`config.mk`:
```
export PLATFORM = sky130hd
export DESIGN_NAME = wts_channel_mixer_5ch
export DESIGN_NICKNAME = d
export VERILOG_FILES = /design/src/rtl/wts_mixer_pkg.sv /design/src/rtl/wts_saturate.sv /design/src/rtl/wts_channel_mixer_5ch.sv
export SDC_FILE = /design/constraint.sdc
export NUM_CORES = 1
export LEC_CHECK = 0
export CAP_MARGIN = 40
export CORE_MARGIN = 1.5
export CORE_UTILIZATION = 65
export DETAILED_ROUTE_END_ITERATION = 10
export PLACE_DENSITY = 0.92
export SLEW_MARGIN = 10
export SYNTH_ARGS = -nofsm -noshare
export SYNTH_HDL_FRONTEND = slang
export SYNTH_SLANG_ARGS = --single-unit
export TNS_END_PERCENT = 5
```
`constraint.sdc`:
```
create_clock -name clk -period 4 [get_ports clk]
set_input_delay 0.8 -clock clk [delete_from_list [all_inputs] [get_ports clk]]
set_output_delay 0.8 -clock clk [all_outputs]
set_load 0.01 [all_outputs]
```
`src/rtl/wts_mixer_pkg.sv`:
```
`default_nettype none
// ============================================================================
// Module : wts_mixer_pkg
// Brief  : Shared widths and slot encodings for the 5-slot channel mixer.
// Rev    : 1.0  initial release
// ============================================================================
package wts_mixer_pkg;

    localparam int          WTS_SLOT_NUM = 5;
    localparam logic [2:0]  WTS_SLOT_NOP = 3'd5;
    localparam int          WAVE_W       = 8;
    localparam int          ENV_W        = 7;
    localparam int          VOL_W        = 4;
    localparam int          ACC_W        = 15;
    localparam int          TERM_W       = 12;

endpackage
`default_nettype wire

```
`src/rtl/wts_saturate.sv`:
```
`default_nettype none
// ============================================================================
// Module : wts_saturate
// Brief  : Clamps a signed value to a narrower signed range and flags clipping.
// Rev    : 1.0  initial release
// ============================================================================
module wts_saturate
    import wts_mixer_pkg::*;
#(
    parameter int IN_W  = 15,
    parameter int OUT_W = 12
) (
    input  logic signed [IN_W-1:0]  din,
    output logic signed [OUT_W-1:0] dout,
    output logic                    clip
);

    // Output range bounds expressed at input width; ~max is exactly -2^(OUT_W-1).
    localparam logic signed [IN_W-1:0] c_max = IN_W'((1 << (OUT_W - 1)) - 1);
    localparam logic signed [IN_W-1:0] c_min = ~c_max;

    always_comb begin
        dout = din[OUT_W-1:0];
        clip = 1'b0;
        if (din > c_max) begin
            dout = c_max[OUT_W-1:0];
            clip = 1'b1;
        end else if (din < c_min) begin
            dout = c_min[OUT_W-1:0];
            clip = 1'b1;
        end
    end

endmodule
`default_nettype wire

```
`src/rtl/wts_channel_mixer_5ch.sv`:
```
`default_nettype none
// ============================================================================
// Module : wts_channel_mixer_5ch
// Brief  : Time-multiplexed 5-slot mixer: per-slot envelope/volume scaling,
//          frame accumulation and saturated mix output once per frame.
// Rev    : 1.0  initial release
// ============================================================================
module wts_channel_mixer_5ch
    import wts_mixer_pkg::*;
#(
    parameter int OUT_W = 12
) (
    input  logic                     clk,
    input  logic                     nreset,
    input  logic [2:0]               active,
    input  logic signed [WAVE_W-1:0] wave,
    input  logic [ENV_W-1:0]         envelope,
    input  logic [VOL_W-1:0]         reg_volume,
    input  logic                     ch_mute,
    output logic signed [OUT_W-1:0]  mix_out,
    output logic                     mix_valid,
    output logic                     mix_clip
);

    logic signed [2*WAVE_W-1:0] w_prod;
    logic signed [2*WAVE_W-1:0] w_scaled;
    logic signed [TERM_W-1:0]   w_term;
    logic [2:0]                 w_tag;
    logic signed [ACC_W-1:0]    w_sum;
    logic signed [OUT_W-1:0]    w_sat;
    logic                       w_clip;

    logic signed [TERM_W-1:0]   r_term;
    logic [2:0]                 r_tag;
    logic signed [ACC_W-1:0]    r_acc;

    // Envelope is unsigned, so it is zero-extended before the signed multiply;
    // the arithmetic shift floors toward minus infinity.
    assign w_prod   = wave * $signed({1'b0, envelope});
    assign w_scaled = w_prod >>> ENV_W;
    assign w_term   = TERM_W'(w_scaled * $signed({1'b0, reg_volume}));
    assign w_tag    = (active < 3'(WTS_SLOT_NUM)) ? active : WTS_SLOT_NOP;

    always_ff @(posedge clk or negedge nreset) begin
        if (!nreset) begin
            r_term <= '0;
            r_tag  <= WTS_SLOT_NOP;
        end else begin
            r_term <= ch_mute ? '0 : w_term;
            r_tag  <= w_tag;
        end
    end

    assign w_sum = r_acc + ACC_W'(r_term);

    wts_saturate #(
        .IN_W  (ACC_W),
        .OUT_W (OUT_W)
    ) u_sat (
        .din  (w_sum),
        .dout (w_sat),
        .clip (w_clip)
    );

    // Slot 0 always opens a fresh frame; slot 4 closes it and clears the sum.
    always_ff @(posedge clk or negedge nreset) begin
        if (!nreset) begin
            r_acc     <= '0;
            mix_out   <= '0;
            mix_valid <= 1'b0;
            mix_clip  <= 1'b0;
        end else begin
            mix_valid <= 1'b0;
            case (r_tag)
                3'd0: r_acc <= ACC_W'(r_term);
                3'd1, 3'd2, 3'd3: r_acc <= w_sum;
                3'd4: begin
                    mix_out   <= w_sat;
                    mix_clip  <= w_clip;
                    mix_valid <= 1'b1;
                    r_acc     <= '0;
                end
                default: ;
            endcase
        end
    end

endmodule
`default_nettype wire

```
# [Word-level counts from Yosys, hierarchy flattened]
# Index checks and enable logic that the tools add are counted.
[totals] ff_bits=44 inputBits=25 out_inout_bits=14 word_cells=27
[classes] n_addsub=1 n_mul=2 order_cmp=3 eq_ne=4 mux=8 n_reduce_logical=3
[op_table] op="$pmux 15 s3" n=1
[op_table] op="$mux 12" n=3
[op_table] op="$mul 8x8->16" n=1
[op_table] op="$add 15x12->15" n=1
[op_table] op="$gt 15x12->1 const B" n=1
[op_table] op="$lt 15x12->1 const B" n=1
[op_table] op="$mul 9x5->12" n=1
[op_table] op="$eq 3x2->1 const B" n=2
[op_table] op="$eq 3x1->1 const B" n=1
[op_table] op="$eq 3x3->1 const B" n=1
[op_table] op="$logic_not 3->1" n=1
[op_table] op="$lt 3x3->1 const B" n=1
[op_table] op="$mux 1" n=3
[op_table] op="$mux 3" n=1
[op_table] op="$reduce_bool 3->1" n=1
[op_table] op="$reduce_or 3->1" n=1

# [Logic depth before layout (Yosys ltp)]
[logic_depth] depth_word=4 mapped_depth=29 mapped_depth_nobuf=29

# [By module]
# Synthesis repeated with hierarchy kept, for this count alone.
[hier_totals] hier_cells=653 area_unflattened_um2=5957.0
[by_module_without_submodules] module="wts_channel_mixer_5ch" n_inst=1 cells_per_inst=609 area_per_inst_um2=5661.7 seq_area_each_um2=1103.6
[by_module_without_submodules] module="wts_saturate" n_inst=1 cells_per_inst=44 area_per_inst_um2=295.3 seq_area_each_um2=0.0

# [Worst setup path before layout]
# No wires, ideal clock.
[synth_timing] kind="input -> register" startpoint="input port wave[3]" endpoint="register r_term[11]" setup_ns=0.078 t_arrival_ns=7.724 required_ns=3.922 path_slack_ns=-3.802 stages=28 path_buffers=0 path_cell_list="and2_1 -> fa_1 -> inv_1 -> fa_1 -> inv_1 -> fa_1 -> inv_1 -> fa_1 -> inv_1 -> ha_1 -> a21o_1 -> a221oi_2 -> nand2_1 -> a21oi_1 -> xnor2_1 -> and2_1 -> ha_1 -> fa_1 -> inv_1 -> fa_1 -> inv_1 -> ha_1 -> o21a_1 -> a2111oi_0 -> or3_1 -> mux2i_1 -> or4b_1 -> a21oi_1"
[synth_between] elab_chain_cells=3
[synth_rtl] item="from (decl)" line="wts_channel_mixer_5ch.sv:16" text="input logic signed [WAVE_W-1:0] wave,"
[synth_rtl] item="$mul 8x8->16" line="wts_channel_mixer_5ch.sv:39" text="assign w_prod = wave * $signed({1'b0, envelope});"
[synth_rtl] item="$mul 9x5->12" line="wts_channel_mixer_5ch.sv:41" text="assign w_term = TERM_W'(w_scaled * $signed({1'b0, reg_volume}));"
[synth_rtl] item="$mux 12" line="wts_channel_mixer_5ch.sv:49" text="r_term <= ch_mute ? '0 : w_term;"
[synth_rtl] item="to (signal assigned)" line="wts_channel_mixer_5ch.sv:49"
[synth_rtl] item="to (decl)" line="wts_channel_mixer_5ch.sv:33" text="logic signed [TERM_W-1:0] r_term;"
# Every way passes these cells.
# A chain may end at the register's enable or synchronous reset.

# [Worst setup path in the final report]
[layout_timing] startpoint="input port wave[5]" endpoint="register r_term[11]"
# Same word-level chain as after synthesis.

==> reports/results.ini <==
[timing]
maxSlewHeadroom_pct=53.3
hold_viol=0
fin_worst_skew_ps=9.75
fin_crit_sh_pct=198
layout_min_cycle_time_ps=7900
setup_ws_ps=-3900
drv_slew=0
tightest_slew_ps=701
setup_viol=12
rsz0062_at_grt=true
max_freq_ghz=0.127

[synth]
yosysTopAreaCellShare_pct=21.0
synth_area_leaders=fa_1 (21%), dfrtp_1 (18%), ha_1 (14%), and2_1 (7.3%), inv_1 (7.1%)
async_flop_share_pct=100
syn-instance-count=643
synth_fp_nets=795
synth_cell_types=55
synth_top_area_cell=fa_1
syn_area_per_cell_sq_um=9.17
yosysMostFrequentCell=inv_1
synth_edf_count=0
synth_seq_cells=44
ys_dominant_reg_cell=dfrtp_1
ys_seq_area_share_pct=18.7
yosysWarnings=0
synthTopCellsByCount=inv_1 (112), and2_1 (69), ha_1 (65), fa_1 (62), dfrtp_1 (42)
synth_area_sq_um=5900

[setup_path]
crit_start=wave[5]
rrSetupSlack_ps=1080
crit_path_end=r_term[11]
r2r_cells=10
crit_fanout=6
cp.depth=30
worstSetupEndpointType=register
critPathLaunchType=input pin
r2r_end=mix_clip
path_class=in -> reg
arrival_ps=8130
critPathTopFamily=adder cells
crit_top_cell=fa_1
crit_required_ps=4230
crit_buf_inv=8
r2r-start=r_term[0]
crit_slowest_cell=fa_1
max_stage_delay_ps=560

[job]
cap_violations=0

[grt]
grt.overflow.total=0
antenna_found_initial=0
track_usage_pct=34.6
grt_max_degree=32
grt_pass1_wl_microns=26700
grt_pass1_vias=5668

[hold_path]
hold_class=in -> async

[floorplanning]
die_x_microns=98.3
start_util_pct=67.3
io_pins=39
die_h_microns=98.3
dieArea_sq_um=9660
core_sq_um=8760
row_count=34

[detailed_routing]
routed_via_density=6.09
drc=0
vias=5300
routedWlPerCell_microns=20.0
routed.top_layer=met4
met3WireLength_microns=1100
wl_met1_microns=6140
wl_met2_microns=9160
initialDrtViolationCount=340
ant_nets=0
routed_wl_microns=17400
firstDrtPassIters=7

[clocking]
clk_pin_slew_ps=90
cts_buffer_depth=2
cts_buffers=5
cts_sinks=44
cts_root_buf=clkbuf_8
cts_tree=yes
cts_max_level=2
clk_latency_ps=300

[place]
io_buffers=38
pre_cts_slack_ps=-4520
place_congestion=0.893
dp_hpwl_microns=12000

[cells_and_area]
multiInputGateArea_sq_um=4670
fill_cells=392
nets=914
drive_above_1_share_pct=26.8
seq_area_sq_um=1100
antennaDiodeCount=0
syn_to_final_growth_pct=26.4

[outcome]
violations=setup timing
status=complete, but fails checks

## cells in the final DEF, fill, tap and decap left out, types with 10 or more instances in the layout
cell type and count:
clkdlybuf4s50_1 22, a211oi_2 12, inv_2 12, nand2_1 33, ha_4 13, mux2i_1 10
fa_1 60, buf_4 88, inv_1 100, ha_1 52, dfrtp_1 42, and2_1 61
nor2_1 37, o21ai_0 19, nand3_1 18, xnor2_1 17, a21oi_1 12
## what timing repair did
| action | 4_1_cts | 5_1_grt |
|---|---|---|
| endpoints found under the setup margin | 12 | 12 |
| endpoints found under the hold margin | 0 | 0 |
| pin swaps | 34 | 19 |
| buffers inserted | 5 | 3 |
| gates resized for setup | 72 | 29 |
| hold buffers | 0 | 0 |
| cloned | 0 | 0 |
## cell families after synthesis
kind of cell | count (synthesis) | share of synthesized area [%]
and+or+nand+nor | 204 | 18.5
xor gates and xnor gates | 34 | 5.56
DFF | 44 | 18.7
buffers and inverters | 128 | 8.40
muxes | 11 | 1.87
adders and majority gates | 127 | 34.8
AOI/OAI and AO/OA | 95 | 12.2
## area by class of cell
cell class / count / share of cell area (%)
Clock inverter: 2 / 0.168
Clock buffer: 5 / 0.923
Sequential cell: 44 / 14.8
Tap cell: 108 / 1.81
Inverter: 112 / 5.64
Multi-Input combinational cell: 471 / 62.7
Timing Repair Buffer: 128 / 14.0
## worst register-to-register path, stage by stage (launching register included)
cell and delay (ps):
dfrtp_1 400, ha_1 250, fa_1 440, a211oi_2 240, o21a_1 270, o211ai_1 150, a21oi_2 220, xnor2_2 180
a311oi_2 140, buf_4 220, a211o_1 280
## worst min path at each step
stage / to / depth (start not counted) / slack [ps]
after floorplan: r_acc[0] / 2 / 480
after global placement: mix_out[11] / 2 / 470
after detailed placement: mix_out[11] / 2 / 480
after CTS: mix_out[6] / 1 / 490
after global routing: r_acc[0] / 1 / 510
final: mix_out[6] / 1 / 480
## state kept, by name, indices dropped and copies added, names as in the netlist
register,count
r_term,12
mix_clip,1
r_tag,3
r_acc,15
mix_out,12
mix_valid,1
## metal layers
| metal | vias up | GRT usage, % |
|---|---|---|
| met5 | - | 0 |
| met1 | 2603 | 38.2 |
| met3 | 94 | 5.01 |
| li1 | 2311 | - |
| met4 | 0 | 17.0 |
| met2 | 292 | 64.6 |
## per-stage QoR
| stage | util, % | std cells | hold slack (ps) | instance area [sq um] | TNS [ps] |
|---|---|---|---|---|---|
| CTS | 83.5 | 867 | 494 | 7320 | -29350 |
| detailed placement | 80.9 | 855 | 485 | 7090 | -39080 |
| global route | 85.1 | 870 | 514 | 7450 | -33000 |
| finish | 85.1 | 870 | 477 | 7450 | -30850 |
| floorplan | - | 643 | 482 | 6020 | -25400 |
| global placement | 80.6 | 854 | 472 | 7060 | -35960 |
Power is left out: the tool's default activity adds up to more than one toggle a clock period on the data nets, which glitch-free logic cannot reach.
